===== config.mk =====
export PLATFORM = sky130hd
export DESIGN_NAME = mdio_prog_counter
export DESIGN_NICKNAME = d
export VERILOG_FILES = /design/src/rtl/mdio_pkg.sv /design/src/rtl/mdio_prog_counter_ch.sv /design/src/rtl/mdio_prog_counter.sv
export SDC_FILE = /design/constraint.sdc
export NUM_CORES = 1
export LEC_CHECK = 0
export BUFFER_PORTS_ARGS = -buffer_cell sky130_fd_sc_hd__buf_2
export CAP_MARGIN = 20
export CELL_PAD_IN_SITES_DETAIL_PLACEMENT = 1
export CELL_PAD_IN_SITES_GLOBAL_PLACEMENT = 1
export CORE_MARGIN = 1.5
export CORE_UTILIZATION = 31
export DETAILED_ROUTE_END_ITERATION = 8
export PLACE_DENSITY = 0.75
export SETUP_SLACK_MARGIN = 0.2
export SLEW_MARGIN = 20
export SYNTH_ARGS = -nofsm -noshare
export SYNTH_HDL_FRONTEND = slang
export SYNTH_SLANG_ARGS = --single-unit

===== constraint.sdc =====
create_clock -name clk -period 2.2 [get_ports clk]
set_clock_uncertainty 0.1 [all_clocks]
set_input_delay 0.44 -clock clk [delete_from_list [all_inputs] [get_ports clk]]
set_output_delay 0.44 -clock clk [all_outputs]
set_load 0.01 [all_outputs]

===== src/rtl/mdio_pkg.sv =====
// Shared encodings for the MDIO programmable counter: channel modes and FSM states.
package mdio_pkg;

   typedef enum logic [1:0] {
      MODE_WRAP    = 2'b00,
      MODE_SAT     = 2'b01,
      MODE_ONESHOT = 2'b10,
      MODE_RSVD    = 2'b11
   } mode_e;

   typedef enum logic {
      ST_RUN  = 1'b0,
      ST_DONE = 1'b1
   } state_e;

endpackage : mdio_pkg


===== src/rtl/mdio_prog_counter_ch.sv =====
// One counter channel: clear/load/advance priority with a RUN/DONE FSM.
module mdio_prog_counter_ch
   import mdio_pkg::*;
#(
   parameter int unsigned CNT_WIDTH = 5
) (
   input  logic                 clk,
   input  logic                 rst,
   input  logic                 enable,
   input  logic                 clr,
   input  logic                 load,
   input  logic [CNT_WIDTH-1:0] load_val,
   input  logic [CNT_WIDTH-1:0] term_val,
   input  logic [1:0]           mode,
   output logic [CNT_WIDTH-1:0] cnt,
   output logic                 tc,
   output logic                 done
);

   state_e               state_q;
   logic [CNT_WIDTH-1:0] cnt_q;
   logic                 done_q;
   logic                 hit;
   logic [CNT_WIDTH-1:0] cnt_inc;

   assign hit     = (cnt_q == term_val);
   assign cnt_inc = cnt_q + CNT_WIDTH'(1);

   // Priority: reset, clear (gated by enable), load, then mode-specific advance.
   always_ff @(posedge clk) begin
      if (rst) begin
         state_q <= ST_RUN;
         cnt_q   <= '0;
         done_q  <= 1'b0;
      end else if (clr && enable) begin
         state_q <= ST_RUN;
         cnt_q   <= '0;
         done_q  <= 1'b0;
      end else if (load) begin
         state_q <= ST_RUN;
         cnt_q   <= load_val;
         done_q  <= 1'b0;
      end else if ((state_q == ST_RUN) && enable) begin
         case (mode_e'(mode))
            MODE_SAT: begin
               if (hit) begin
                  state_q <= ST_DONE;
                  done_q  <= 1'b1;
               end else begin
                  cnt_q <= cnt_inc;
               end
            end
            MODE_ONESHOT: begin
               if (hit) begin
                  cnt_q   <= '0;
                  state_q <= ST_DONE;
                  done_q  <= 1'b1;
               end else begin
                  cnt_q <= cnt_inc;
               end
            end
            default: cnt_q <= hit ? '0 : cnt_inc;
         endcase
      end
   end

   assign cnt  = cnt_q;
   assign done = done_q;
   assign tc   = hit;

endmodule : mdio_prog_counter_ch


===== src/rtl/mdio_prog_counter.sv =====
// Multi-channel programmable counter for MDIO framing; channels are fully independent.
module mdio_prog_counter
   import mdio_pkg::*;
#(
   parameter int unsigned CNT_WIDTH = 5,
   parameter int unsigned NUM_CH    = 2
) (
   input  logic                          clk,
   input  logic                          rst,
   input  logic [NUM_CH-1:0]             enable,
   input  logic [NUM_CH-1:0]             clr,
   input  logic [NUM_CH-1:0]             load,
   input  logic [NUM_CH*CNT_WIDTH-1:0]   load_val,
   input  logic [NUM_CH*CNT_WIDTH-1:0]   term_val,
   input  logic [2*NUM_CH-1:0]           mode,
   output logic [NUM_CH*CNT_WIDTH-1:0]   cnt,
   output logic [NUM_CH-1:0]             tc,
   output logic [NUM_CH-1:0]             done
);

   for (genvar i = 0; i < NUM_CH; i++) begin : g_ch
      mdio_prog_counter_ch #(
         .CNT_WIDTH (CNT_WIDTH)
      ) u_ch (
         .clk      (clk),
         .rst      (rst),
         .enable   (enable[i]),
         .clr      (clr[i]),
         .load     (load[i]),
         .load_val (load_val[i*CNT_WIDTH +: CNT_WIDTH]),
         .term_val (term_val[i*CNT_WIDTH +: CNT_WIDTH]),
         .mode     (mode[i*2 +: 2]),
         .cnt      (cnt[i*CNT_WIDTH +: CNT_WIDTH]),
         .tc       (tc[i]),
         .done     (done[i])
      );
   end

endmodule : mdio_prog_counter


==> flow_summary.json, run 1 <==
{
  "setup_tns_ps": 0,
  "portBuffers": 45,
  "ys_top_cells_by_count": "dfxtp_1, nor2_1, xor2_1",
  "end_kind": "primary output",
  "setup_viol": 0,
  "cts-root-buf": "clkbuf_4",
  "clk_latency_ps": 260,
  "use_met3": 0.0268,
  "cap_violations": 0,
  "max_freq_mhz": 519,
  "grt_pass1_vias": 1175,
  "slew_viol_final": 0,
  "vias": 1051,
  "synth-seq-cells": 12,
  "grt_usage": 0.190,
  "cts_buffers": 3,
  "layout-drive-gt1-share": 0.376,
  "stdcell_area_um2": 1210,
  "synth_top_cell_by_area": "dfxtp_1",
  "drtIter0Drc": 30,
  "grt_pass1_wl_um": 4980,
  "drc": 0,
  "postPlaceCellArea_um2": 1170,
  "clockBufferDepth": 2,
  "cts_tree": "built",
  "period_share": 0.876,
  "core.rowCount": 19,
  "synth_edf_count": 0,
  "die_h_um": 57.9,
  "utilization": 0.433,
  "wl_per_cell_um": 14.4,
  "path_max_fanout": 6,
  "io_pins": 46,
  "place.gp.congestion": 0.857,
  "area_growth_pct": 30.0,
  "irDropWorstVdd_uv": 232,
  "arrival_ps": 1390,
  "synth_area_leaders": "dfxtp_1, xor2_1, a31oi_1",
  "clkSinkCount": 12,
  "die_width_um": 57.9,
  "syn_inst": 120,
  "p_leak_nw": 0.595,
  "multiInputGateArea_um2": 622,
  "cp-start-kind": "flip-flop",
  "coreArea_um2": 2810,
  "slew_headroom": 0.819,
  "antenna_found_initial": 0,
  "diodes": 0,
  "h-tree-depth": 1,
  "worst_pin_slew_ps": 272,
  "synth_ff_type": "dfxtp_1",
  "nets": 203,
  "power_density_nw_per_um2": 445,
  "fill_cells": 377,
  "busiest_layer": "met2",
  "drt-total-wl_um": 2830,
  "die_area_um2": 3350,
  "grt_util_met2": 0.373,
  "postSynth.asyncResetShare": 0,
  "avgSynthCellArea_um2": 7.79,
  "rsz0062_at_grt": "true",
  "start_util": 0.333,
  "drt_pass1_iterations": 6,
  "worstPathRequired_ps": 1660,
  "seq_area_frac_synth": 0.257,
  "netlist.area_leader.share": 0.257,
  "seq_area_um2": 243,
  "vias_per_cell": 5.36,
  "postSynthNetCount": 156,
  "worstSetupPathType": "reg -> out",
  "overflow": 0,
  "ctsHoldBuffers": 0,
  "synth_cell_type_count": 35,
  "clk_transition_reported_paths_ps": 70,
  "status": "finished clean",
  "hp-class": "in -> reg",
  "syn_area_um2": 935,
  "finalHoldViolCount": 0,
  "period_needed_ps": 1930,
  "grt_use_met1": 0.199,
  "dpl.hpwl_um": 2350,
  "ys_warn_count": 0,
  "grt_max_degree": 13,
  "ant_nets": 0
}
-- state kept, by name, summed over array words and instances, names as in the netlist --
| signal | cells |
|---|---|
| g_ch.u_ch.state_q | 2 |
| g_ch.u_ch.cnt | 10 |
-- layer usage --
layer | wire length, um | part of all wire
met4 | 29 | 0.010
met3 | 142 | 0.050
met5 | 0 | 0
met1 | 1140 | 0.40
met2 | 1520 | 0.54
-- timing repair --
item,in CTS,in global routing
resized for setup,2,3
setup buffers,1,0
pin swaps,1,0
setup endpoints to repair,2,2
-- final cells by class --
cell class / instances / area share
Sequential cell: 12 / 0.200
Inverter: 7 / 0.0216
Clock buffer: 3 / 0.0185
Multi-Input combinational cell: 93 / 0.512
Timing Repair Buffer: 50 / 0.216
Tap cell: 31 / 0.0319
-- cells in the final DEF, fill, tap and decap left out, types with 3 or more instances in the layout --
master	instances
a21oi_1	8
a31oi_1	8
buf_2	45
buf_4	5
clkbuf_4	3
dfxtp_1	10
ha_1	4
inv_1	7
nand2_1	5
nand3_1	6
nand4_1	5
nor2_1	10
nor2b_1	3
nor3_1	3
o211ai_1	3
o21ai_0	3
xor2_1	10
-- worst paths after layout --
kind                                                         from                           endpoint  slack [ps]  depth (start not counted)
worst max-delay path             g_ch[0].u_ch.cnt[3]$_SDFFE_PP0P_                              tc[0]         270                          4
worst min-delay path                                  load_val[5]   g_ch[1].u_ch.cnt[0]$_SDFFE_PP0P_         320                          3
worst max register to register   g_ch[0].u_ch.cnt[3]$_SDFFE_PP0P_   g_ch[0].u_ch.cnt[0]$_SDFFE_PP0P_         460                          6
worst min register to register  g_ch[1].u_ch.state_q$_SDFFE_PP0P_  g_ch[1].u_ch.state_q$_SDFFE_PP0P_         430                          2
-- power by group --
part           internal, W  switching [W]
combinational    0.0000758      0.0000856
sequential        0.000229      0.0000196
clock            0.0000632      0.0000674
total             0.000368       0.000173
-- kinds of logic after synthesis --
logic type                 after synthesis  share of synthesized area
AOI/OAI and AO/OA                       32                      0.241
buffers and inverters                   15                     0.0857
and+or+nand+nor                         46                      0.258
muxes                                    1                     0.0107
xor gates and xnor gates                10                     0.0937
DFF                                     12                      0.257
adders and majority gates                4                     0.0535
-- stage by stage --
step           hold WS [ps]  worst slack (ps)  std cells  total power, W
5_1_grt                 328               159        196        0.000583
3_3_place_gp            387               251        192        0.000403
6_report                320               272        196        0.000541
4_1_cts                 313               216        196        0.000551
2_1_floorplan           374               333        120        0.000341
3_5_place_dp            412               230        192        0.000411
-- worst max-delay path: stages (launching register included) --
cell     delay, ps
dfxtp_1        370
xor2_1         190
nor2_2         210
and2_1         210
buf_2          150
No activity file was read; power rests on OpenSTA's default activity.
==> inputs of run 2 (changes only) <==
--- a/config.mk
+++ b/config.mk
@@ -13,5 +13,5 @@
 export CORE_UTILIZATION = 31
 export DETAILED_ROUTE_END_ITERATION = 8
-export PLACE_DENSITY = 0.75
+export PLACE_DENSITY = 0.78
 export SETUP_SLACK_MARGIN = 0.2
 export SLEW_MARGIN = 20
==> constraint.sdc (replaced) <==
create_clock -name clk -period 2.2 [get_ports clk]
set_clock_uncertainty 0.1 [all_clocks]
set_input_delay 0.44 -clock clk [delete_from_list [all_inputs] [get_ports clk]]
set_output_delay 0.44 -clock clk [all_outputs]
set_load 0.05 [all_outputs]
==> run 2 against run 1 <==
Compared with the run above:
- first-iteration DRC count shrank 23%
- non-clock buffer count up 6
- sequential power barely moved
- routed wire length up 4.6%
- critical endpoint is now tc[1]
- register-to-register slack lost 20 ps
- clock power up 46%
- power increased by 22%
- design area is 8.2% higher
- flip-flop and latch count stayed put
- critical path depth unchanged
- count of clock-buffer cells in the layout is 1 higher
- highest routed layer unchanged
- maximum frequency shrank 4.7%
==> flow_summary.json, run 2 (synthesis gave the netlist of run 1 again) <==
{
  "seq_area_um2": 260,
  "period_needed_ps": 2020,
  "top_layer": "met4",
  "multiInputGateArea_um2": 629,
  "overflow": 0,
  "rsz0062_at_grt": "true",
  "slew_viol_final": 0,
  "pwr-share-seq": 0.378,
  "ctsHoldBuffers": 0,
  "path_max_fanout": 5,
  "fill_cells": 376,
  "p_leak_nw": 0.642,
  "clk_transition_reported_paths_ps": 90,
  "end_kind": "primary output",
  "core.rowCount": 19,
  "place.gp.congestion": 0.795,
  "grt_pass1_wl_um": 4990,
  "start_util": 0.333,
  "worst_pin_slew_ps": 343,
  "die_width_um": 57.9,
  "nets": 209,
  "worstPathRequired_ps": 1660,
  "worstSetupPathType": "reg -> out",
  "drtIter0Drc": 23,
  "p_sw_w": 0.000239,
  "coreArea_um2": 2810,
  "grt_max_degree": 13,
  "vias": 1097,
  "setup_tns_ps": 0,
  "area_growth_pct": 40.7,
  "grt_pass1_vias": 1137,
  "setup_viol": 0,
  "cap_violations": 0,
  "ant_nets": 0,
  "arrival_ps": 1480,
  "die_h_um": 57.9,
  "cts-root-buf": "clkbuf_4",
  "utilization": 0.469,
  "clk_latency_ps": 290,
  "finalHoldViolCount": 0,
  "pwr-share-clk": 0.290,
  "diodes": 0,
  "cp-start-kind": "flip-flop",
  "stdcell_area_um2": 1320,
  "irDropWorstVdd_uv": 213,
  "wl_met2_um": 1630,
  "whs_ps": 292,
  "cts_tree": "built",
  "clockBufferDepth": 2,
  "finalPower_w": 0.000659,
  "antenna_found_initial": 0,
  "swShare": 0.363,
  "io_pins": 46,
  "grt_usage": 0.193,
  "drt-total-wl_um": 2960,
  "portBuffers": 45,
  "m1WireLength_um": 1140,
  "largest_reg_flops": 10,
  "clkSinkCount": 12,
  "drt_pass1_iterations": 6,
  "mostFrequentLayoutCell": "buf_2",
  "wl_per_cell_um": 14.6,
  "period_share": 0.920,
  "met3_wirelength_um": 155,
  "vias_per_cell": 5.40,
  "status": "finished clean",
  "hp-class": "in -> reg",
  "drc": 0,
  "layout-drive-gt1-share": 0.448,
  "die_area_um2": 3350,
  "power_density_nw_per_um2": 501,
  "dpl.hpwl_um": 2320,
  "cts_buffers": 3,
  "final_cell_mix": "buf_2, nor2_1, buf_4",
  "power.internal_w": 0.000419,
  "slew_headroom": 0.770,
  "postPlaceCellArea_um2": 1200,
  "max_freq_mhz": 494,
  "combPwrFrac": 0.331,
  "h-tree-depth": 1
}
[run 2: cell types whose count changed in the layout (fill, tap and decap cells not counted), sizes merged]
cell / delta
buf: +6
clkbuf: +1
[run 2: path summary, 6_finish.rpt]
| check | start | endpoint | slack [ps] | depth (start not counted) |
|---|---|---|---|---|
| min reg2reg | g_ch[1].u_ch.cnt[4]$_SDFFE_PP0P_ | g_ch[1].u_ch.cnt[4]$_SDFFE_PP0P_ | 420 | 1 |
| max reg2reg | g_ch[1].u_ch.cnt[3]$_SDFFE_PP0P_ | g_ch[1].u_ch.cnt[3]$_SDFFE_PP0P_ | 440 | 7 |
| max | g_ch[1].u_ch.cnt[4]$_SDFFE_PP0P_ | tc[1] | 180 | 4 |
| min | load_val[8] | g_ch[1].u_ch.cnt[3]$_SDFFE_PP0P_ | 290 | 3 |
[run 2: per-layer routing]
layer  global-route usage  vias up
met5                    0        -
met4               0.0831        0
met3               0.0379        4
met2                0.369       38
met1                0.201      518
li1                     -      537
[run 2: final cells by class]
type,instances,area share
Clock buffer,4,0.0276
Tap cell,31,0.0295
Timing Repair Buffer,56,0.246
Sequential cell,12,0.198
Multi-Input combinational cell,93,0.479
Inverter,7,0.0200
[run 2: repair_timing]
| item | CTS | global route |
|---|---|---|
| setup buffers | 1 | 4 |
| pin swaps | 2 | 2 |
| endpoints found under the setup margin | 2 | 2 |
| gates resized for setup | 5 | 6 |
[run 2: metrics by stage]
stage,setup WS (ps),instances
2_1_floorplan,206,120
3_3_place_gp,201,194
3_5_place_dp,187,194
4_1_cts,203,199
5_1_grt,113,203
6_report,177,203
[run 2: power groups by stage]
stage,clock (W),sequential [W],combinational [W]
floorplan,0,0.000292,0.0000901
finish,0.000191,0.000249,0.000218
CTS,0.000195,0.000252,0.000205
global route,0.000213,0.000253,0.000239
detailed placement,0,0.000257,0.000199
global placement,0,0.000256,0.000192
[run 2: worst max-delay path, stage by stage (launching register included)]
cell and delay (ps):
dfxtp_2 350, xor2_1 160, nor2_1 290, and2_4 240, buf_8 140
